### config.mk
export PLATFORM = sky130hd
export DESIGN_NAME = seq_magnitude_comparator
export DESIGN_NICKNAME = d
export VERILOG_FILES = /design/src/rtl/cmp_pkg.sv /design/src/rtl/digit_cmp.sv /design/src/rtl/seq_magnitude_comparator.sv
export SDC_FILE = /design/constraint.sdc
export NUM_CORES = 1
export LEC_CHECK = 0
export ABC_AREA = 1
export BUFFER_PORTS_ARGS = -buffer_cell sky130_fd_sc_hd__buf_4
export CAP_MARGIN = 5
export CORE_MARGIN = 1
export CORE_UTILIZATION = 30
export DETAILED_ROUTE_END_ITERATION = 8
export GPL_TIMING_DRIVEN = 0
export PLACE_DENSITY_LB_ADDON = 0.25
export SYNTH_ARGS = -nofsm -noshare
export SYNTH_HDL_FRONTEND = slang
export SYNTH_SLANG_ARGS = --single-unit
### constraint.sdc
create_clock -name clk -period 2.32 [get_ports clk]
set_clock_uncertainty 0.1 [all_clocks]
set_input_delay 0.464 -clock clk [delete_from_list [all_inputs] [get_ports clk]]
set_output_delay 0.464 -clock clk [all_outputs]
set_load 0.03 [all_outputs]
### src/rtl/cmp_pkg.sv
// ---------------------------------------------------------------------------
// cmp_pkg
// Shared definitions for the sequential magnitude comparator:
//   - FSM state encoding (IDLE, CMP, DONE)
//   - ndig():        number of DIGIT-wide groups in a WIDTH-bit operand
//   - idx_bits():    width of the group index counter
//   - geometry_ok(): elaboration-time legality check of WIDTH/DIGIT
// ---------------------------------------------------------------------------
package cmp_pkg;

    localparam logic [1:0] ST_IDLE = 2'd0;
    localparam logic [1:0] ST_CMP  = 2'd1;
    localparam logic [1:0] ST_DONE = 2'd2;

    function automatic int ndig(input int width, input int digit);
        return width / digit;
    endfunction

    // A single-group design still needs a 1-bit index register.
    function automatic int idx_bits(input int n);
        return (n > 1) ? $clog2(n) : 1;
    endfunction

    function automatic bit geometry_ok(input int width, input int digit);
        return (digit >= 1) && (digit <= width) && ((width % digit) == 0);
    endfunction

endpackage

### src/rtl/digit_cmp.sv
// ---------------------------------------------------------------------------
// digit_cmp
// Combinational unsigned compare of one DIGIT-bit group.
// Ports:
//   a, b    input  [DIGIT-1:0]  group slices of the two operands
//   grp_eq  output              a == b
//   grp_gt  output              a >  b
//   grp_lt  output              a <  b (neither equal nor greater)
// ---------------------------------------------------------------------------
module digit_cmp #(
    parameter int DIGIT = 4
) (
    input  logic [DIGIT-1:0] a,
    input  logic [DIGIT-1:0] b,
    output logic             grp_eq,
    output logic             grp_gt,
    output logic             grp_lt
);

    assign grp_eq = (a == b);
    assign grp_gt = (a > b);
    assign grp_lt = ~grp_eq & ~grp_gt;

endmodule

### src/rtl/seq_magnitude_comparator.sv
// ---------------------------------------------------------------------------
// seq_magnitude_comparator
// Multi-cycle magnitude comparator: scans DIGIT bits per cycle from the
// most-significant group down and stops at the first unequal group.
// Ports:
//   clk, rst      clock, synchronous active-high reset
//   start         request, accepted when busy=0 (IDLE or DONE)
//   a, b          WIDTH-bit operands, sampled on the accepting edge
//   signed_mode   1 = two's-complement compare, sampled with a/b
//   busy          high while scanning
//   done          one-cycle pulse, result valid
//   eq, gt, lt    result flags, A relative to B
// ---------------------------------------------------------------------------
module seq_magnitude_comparator #(
    parameter int WIDTH = 16,
    parameter int DIGIT = 4
) (
    input  logic             clk,
    input  logic             rst,
    input  logic             start,
    input  logic [WIDTH-1:0] a,
    input  logic [WIDTH-1:0] b,
    input  logic             signed_mode,
    output logic             busy,
    output logic             done,
    output logic             eq,
    output logic             gt,
    output logic             lt
);

    import cmp_pkg::*;

    localparam int NDIG = ndig(WIDTH, DIGIT);
    localparam int IDXW = idx_bits(NDIG);
    localparam logic [IDXW-1:0] LAST_IDX = IDXW'(NDIG - 1);

    if (!geometry_ok(WIDTH, DIGIT)) begin : g_bad_geometry
        $error("seq_magnitude_comparator: WIDTH must be a positive multiple of DIGIT");
    end

    logic [1:0]       state;
    logic [IDXW-1:0]  idx;
    logic [WIDTH-1:0] a_q;
    logic [WIDTH-1:0] b_q;
    logic [WIDTH-1:0] sign_flip;
    logic [DIGIT-1:0] a_grp;
    logic [DIGIT-1:0] b_grp;
    logic             grp_eq;
    logic             grp_gt;
    logic             grp_lt;

    // Inverting both sign bits maps two's-complement order onto unsigned
    // order, so the scan itself never needs to know the mode.
    always_comb begin
        sign_flip            = '0;
        sign_flip[WIDTH-1]   = signed_mode;
    end

    assign a_grp = a_q[idx*DIGIT +: DIGIT];
    assign b_grp = b_q[idx*DIGIT +: DIGIT];

    digit_cmp #(
        .DIGIT(DIGIT)
    ) u_digit_cmp (
        .a      (a_grp),
        .b      (b_grp),
        .grp_eq (grp_eq),
        .grp_gt (grp_gt),
        .grp_lt (grp_lt)
    );

    // DONE accepts a new start just like IDLE so back-to-back requests lose
    // no cycle; start is ignored in CMP so the latched operands stay intact.
    always_ff @(posedge clk) begin
        if (rst) begin
            state <= ST_IDLE;
            idx   <= '0;
            a_q   <= '0;
            b_q   <= '0;
            eq    <= 1'b0;
            gt    <= 1'b0;
            lt    <= 1'b0;
        end else begin
            case (state)
                ST_IDLE, ST_DONE: begin
                    if (start) begin
                        a_q   <= a ^ sign_flip;
                        b_q   <= b ^ sign_flip;
                        eq    <= 1'b0;
                        gt    <= 1'b0;
                        lt    <= 1'b0;
                        idx   <= LAST_IDX;
                        state <= ST_CMP;
                    end else begin
                        state <= ST_IDLE;
                    end
                end
                ST_CMP: begin
                    if (!grp_eq) begin
                        gt    <= grp_gt;
                        lt    <= grp_lt;
                        state <= ST_DONE;
                    end else if (idx == '0) begin
                        eq    <= 1'b1;
                        state <= ST_DONE;
                    end else begin
                        idx <= idx - 1'b1;
                    end
                end
                default: state <= ST_IDLE;
            endcase
        end
    end

    assign busy = (state == ST_CMP);
    assign done = (state == ST_DONE);

endmodule

-- Word-level counts from Yosys, hierarchy flattened
Index checks and enable logic that the tools add are counted.
- bits in registers: 39
- input port bits: 36
- output and inout port bits: 5
- logic and storage cells: 49
- add/subtract/negate cells: 1
- $lt $le $gt $ge: 1
- equal/unequal tests: 9
- shift-type cells: 2
- multiplexer cells: 16
- bitwise gates (word level): 5
- reduce and logical (&&, ||, !) cells: 8
- operators with widths (operator ; count):
    16-bit by 5-bit indexed part select with 4-bit output ; 2
    16-bit bitwise XOR ; 2
    2-bit 2-to-1 mux ; 5
    2-bit case mux with 2 select lines ; 2
    4-bit AND reduction ; 2
    1-bit 2-to-1 mux ; 6
    2-bit inequality test (second input constant) ; 3
    1-bit case mux with 2 select lines ; 3
    4-bit equality test ; 1
    4-bit greater-than comparator ; 1
    2-bit zero test ; 2
    2-bit by 1-bit inequality test with 1-bit output (second input constant) ; 2
    3-bit by 2-bit inequality test with 1-bit output (second input constant) ; 1
    3-bit AND reduction ; 1
    2-bit by 1-bit equality test with 1-bit output (second input constant) ; 1
    2-bit equality test (second input constant) ; 1
    1-bit NOT ; 2
    2-bit AND reduction ; 1
    2-bit nonzero test ; 1
    2-bit OR reduction ; 1
    2-bit by 1-bit subtractor with 2-bit output (second input constant) ; 1
    1-bit bitwise AND ; 1

-- Longest topological paths before layout
- depth after elaboration: 6
- depth in mapped cells: 13
- mapped depth without buffers: 11

-- Modules after synthesis
A second synthesis with hierarchy kept.
- cell total of the unflattened synthesis: 254
- area, all modules: 1811.7 µm²
- by module, submodules not included (module ; times used ; cells each ; area an instance (µm²) ; seq. area each (µm²)):
    seq_magnitude_comparator ; 1 ; 233 ; 1695.4 ; 780.7
    digit_cmp ; 1 ; 21 ; 116.4 ; 0.0

-- Worst setup path before layout
No wires, ideal clock.
- path kind: register to register
- start: register idx[0]
- end: register gt
- library setup time: 116 ps
- data arrival time: 1625 ps
- required time: 2104 ps
- setup slack: 480 ps
- cell stages (with the launch flop): 12
- path buffers: 2
- clock period less this slack: 1840 ps
- cell sequence: dfxtp_1 -> buf_2 -> inv_2 -> buf_6 -> o21ai_0 -> o22ai_1 -> ha_1 -> nand2_1 -> nor2_4 -> nor2_1 -> o21ai_0 -> nor2_1
- longest elaborated chain between the ends: 4
- elaborated cells between the ends (all ways): 8
- classes of those cells: order compare: 1; eq/ne: 2; shift: 2; mux: 2; reduce/logical: 1
- RTL lines (item ; RTL line ; source):
    start, declared ; seq_magnitude_comparator.sv:42 ; logic [IDXW-1:0] idx;
    start signal, assigned ; seq_magnitude_comparator.sv:107 ; idx <= idx - 1'b1;
    16-bit by 5-bit indexed part select with 4-bit output, on equally long branches ; seq_magnitude_comparator.sv:59, seq_magnitude_comparator.sv:60 ;
    4-bit greater-than comparator or 4-bit equality test (tied branches) ; digit_cmp.sv:21, digit_cmp.sv:20 ;
    1-bit 2-to-1 mux or 2-bit inequality test (tied branches) ; -- ;
    1-bit case mux with 2 select lines or 3-bit AND reduction (tied branches) ; -- ;
    end signal, assigned ; seq_magnitude_comparator.sv:100 ; gt <= grp_gt;
    end, declared ; seq_magnitude_comparator.sv:27 ; output logic gt,
Several ways; a longest one is shown, not always the timed one. The select of a mux whose other input is x is not followed.
A chain may end at the register's enable or synchronous reset.

-- Worst setup path in the final report
- start: register idx[1]
- end: register idx[0]
- longest elaborated chain between the ends: 4
- elaborated cells between the ends (all ways): 7
- classes of those cells: eq/ne: 3; shift: 2; reduce/logical: 2
- RTL lines (item ; RTL line ; source):
    16-bit by 5-bit indexed part select with 4-bit output, on equally long branches ; seq_magnitude_comparator.sv:59, seq_magnitude_comparator.sv:60 ;
    4-bit equality test ; digit_cmp.sv:20 ; assign grp_eq = (a == b);
    2-bit by 1-bit inequality test with 1-bit output (no line) ; -- ;
    4-bit AND reduction (no line) * ; -- ;
Every way passes the cells marked *; elsewhere a longest branch is shown, timed or not.

==> results.json <==
{
  "grt_pass1_wl_microns": 6920,
  "fin_cells": 361,
  "met2_length_microns": 1770,
  "most-common-layout-cells": "nor2_1, o21ai_0, buf_4, dfxtp_1",
  "io_buffer_count": 40,
  "power_mw": 1.54,
  "synth_top_cell_area_share": 0.441,
  "relSlewSlack": 0.770,
  "drt-vias-per-instance": 4.60,
  "tritoncts": "built",
  "cts_made_buffers": 5,
  "whs_path_depth": 2,
  "seq_area_frac_synth": 0.441,
  "p_leak_nw": 1.03,
  "area_growth_pct": 26.6,
  "yosysTopAreaCell": "dfxtp_1",
  "cts_hold_buf": 0,
  "final-hold-violation-count": 0,
  "hold_path_startpoint": "rst",
  "hp-class": "in -> reg",
  "ant_nets": 0,
  "min_period_over_period": 0.909,
  "regToRegSetupSlack_ps": 210,
  "final_common_cell": "nor2_1",
  "cp-end-kind": "flop",
  "syn_area_per_cell_sq_um": 7.35,
  "timing.hold.ws_ps": 276,
  "rsz0062_at_grt": "no",
  "ys_top_cells_by_area": "dfxtp_1, nor2_1, o21ai_0, ha_1, buf_6",
  "clk_pin_slew_ps": 70,
  "whs_endpoint": "eq$_SDFFE_PP0P_",
  "first_iter_violations": 133,
  "yosysWarnings": 0,
  "start_kind": "flop",
  "worstPathMaxFanout": 10,
  "timing.rr.end": "idx[0]$_SDFFE_PP0P_",
  "netlist_area_sq_um": 1770,
  "synthesis.nets": 282,
  "overflow": 0,
  "post_drt_wl_per_cell_microns": 11.3,
  "dp.cells": 353,
  "drt_first_pass_iters": 4,
  "fin_crit_ps": 2110,
  "highest_layer": "met4",
  "first_global_vias": 1517,
  "cts_htree_levels": 2,
  "timing.fmax_ghz": 0.474,
  "fin_tns_setup_ps": 0,
  "worst_ir_drop_vdd_v": 0.000341,
  "cts_resized": 0,
  "required_ps": 2440,
  "layout-drive-gt1-share": 0.225,
  "path_class": "reg -> reg",
  "clockBufferDepth": 2,
  "routed_wl_microns": 4090,
  "status": "finished, final reports clean",
  "io-pin-count": 41,
  "maxCapViolations": 0,
  "cts_setup_buffers": 0,
  "route.met3.wl_microns": 225,
  "synth_cells": 241,
  "reg2regPathDepth": 11,
  "die_area_sq_um": 6220,
  "synth-seq-cells": 39,
  "grt_max_degree": 12,
  "dpl.hpwl_microns": 3010,
  "row_count": 27,
  "route.detailed.drc": 0,
  "slew_viol_final": 0,
  "reg2reg_from": "idx[1]$_SDFFE_PP0P_",
  "die_h_microns": 78.9,
  "track_usage": 0.142,
  "fillCellCount": 623,
  "p_per_area_nw_per_um2": 685,
  "cts.sinks": 39,
  "worst_pin_slew_ps": 345,
  "gp_congestion": 0.836,
  "wirelength_met1_microns": 2060,
  "crit_arrival_ps": 2230,
  "n_antenna_cell": 0,
  "fin_nets": 329,
  "synth.distinct_cells": 23,
  "route.vias.total": 1662,
  "clock_latency_ps": 280,
  "antenna_found_initial": 0,
  "die_x_microns": 78.9,
  "core_area_sq_um": 5610,
  "start_util": 0.316,
  "cts-root-buf": "clkbuf_8",
  "setup_viol": 0
}
-- kinds of logic (layout without fill, tap and decap cells) --
group                    count (synthesis)  after routing  share of synthesized area
buffers and inverters                   27             75                     0.0840
AO/OA/AOI/OAI                           64             64                      0.192
flip-flops                              39             39                      0.441
adder cells (fa/ha/maj)                  5              5                     0.0353
AND/OR/NAND/NOR                        104            104                      0.238
XOR/XNOR                                 2              2                    0.00989
-- state kept, by name, indices dropped and copies added (netlist names) --
register / flops
eq: 1
idx: 2
lt: 1
a_q: 16
state: 2
gt: 1
b_q: 16
-- final cells by class --
| class | count | area [sq um] | share of cell area |
|---|---|---|---|
| clock buffer | 7 | 76.3 | 0.0340 |
| buffer | 13 | 96.3 | 0.0429 |
| tap | 72 | 90.1 | 0.0402 |
| timing repair buffer | 40 | 300 | 0.134 |
| clock inverter | 1 | 5.00 | 0.00223 |
| inverter | 14 | 52.6 | 0.0234 |
| sequential | 39 | 781 | 0.348 |
| multi-input combinational | 175 | 842 | 0.375 |
-- stage by stage --
step / instance area, sq um / worst slack [ps] / utilization
after floorplan: 1770 / 480 / -
final: 2240 / 212 / 0.400
after detailed placement: 2160 / 236 / 0.386
after global placement: 2160 / 268 / 0.386
after global routing: 2240 / 38.2 / 0.400
after CTS: 2240 / 219 / 0.400
-- critical path, stage by stage, from the launching register on --
cell	delay, ps
dfxtp_1	300
clkbuf_2	170
inv_1	230
o21ai_0	160
o22a_1	200
ha_1	270
nand2_1	90
nor2_4	190
nand3_2	100
nand2_1	90
nor2_1	40
nor2_1	90
-- layer usage --
layer / GRT usage / vias to the layer above
met5: 0 / -
met1: 0.196 / 739
met4: 0.0455 / 0
li1: - / 878
met3: 0.0425 / 4
met2: 0.212 / 41
-- cells in the mapped netlist --
library cell and n:
nor2_1 85, o21ai_0 47, dfxtp_1 39, inv_1 11, nand2_1 11, a21oi_1 6, ha_1 5, buf_6 4
o22a_1 4, o22ai_1 4, buf_2 3, inv_2 3, o21ai_1 3, buf_4 2, clkbuf_2 2, nand3_1 2
nand4_1 2, nor2_4 2, xnor2_1 2, clkbuf_1 1, clkbuf_4 1, nand3_2 1, nor2_2 1
-- how the worst max path moves through the flow --
| stage | slack, ps | from | cells past startpoint | to |
|---|---|---|---|---|
| 3_3_place_gp | 270 | idx[1]$_SDFFE_PP0P_ | 11 | idx[0]$_SDFFE_PP0P_ |
| 3_5_place_dp | 240 | idx[1]$_SDFFE_PP0P_ | 11 | idx[0]$_SDFFE_PP0P_ |
| 6_report | 210 | idx[1]$_SDFFE_PP0P_ | 11 | idx[0]$_SDFFE_PP0P_ |
| 4_1_cts | 220 | idx[1]$_SDFFE_PP0P_ | 11 | idx[0]$_SDFFE_PP0P_ |
| 2_1_floorplan | 480 | idx[0]$_SDFFE_PP0P_ | 11 | gt$_SDFFE_PP0P_ |
| 5_1_grt | 40 | idx[0]$_SDFFE_PP0P_ | 11 | gt$_SDFFE_PP0P_ |
-- power breakdown --
group	total, mW	internal (mW)	switching, mW	leakage, nW
clock	0.436	0.211	0.225	0.0422
combinational	0.347	0.152	0.195	0.663
sequential	0.753	0.724	0.0285	0.323
Note: power is estimated with default switching activity, not from simulation.
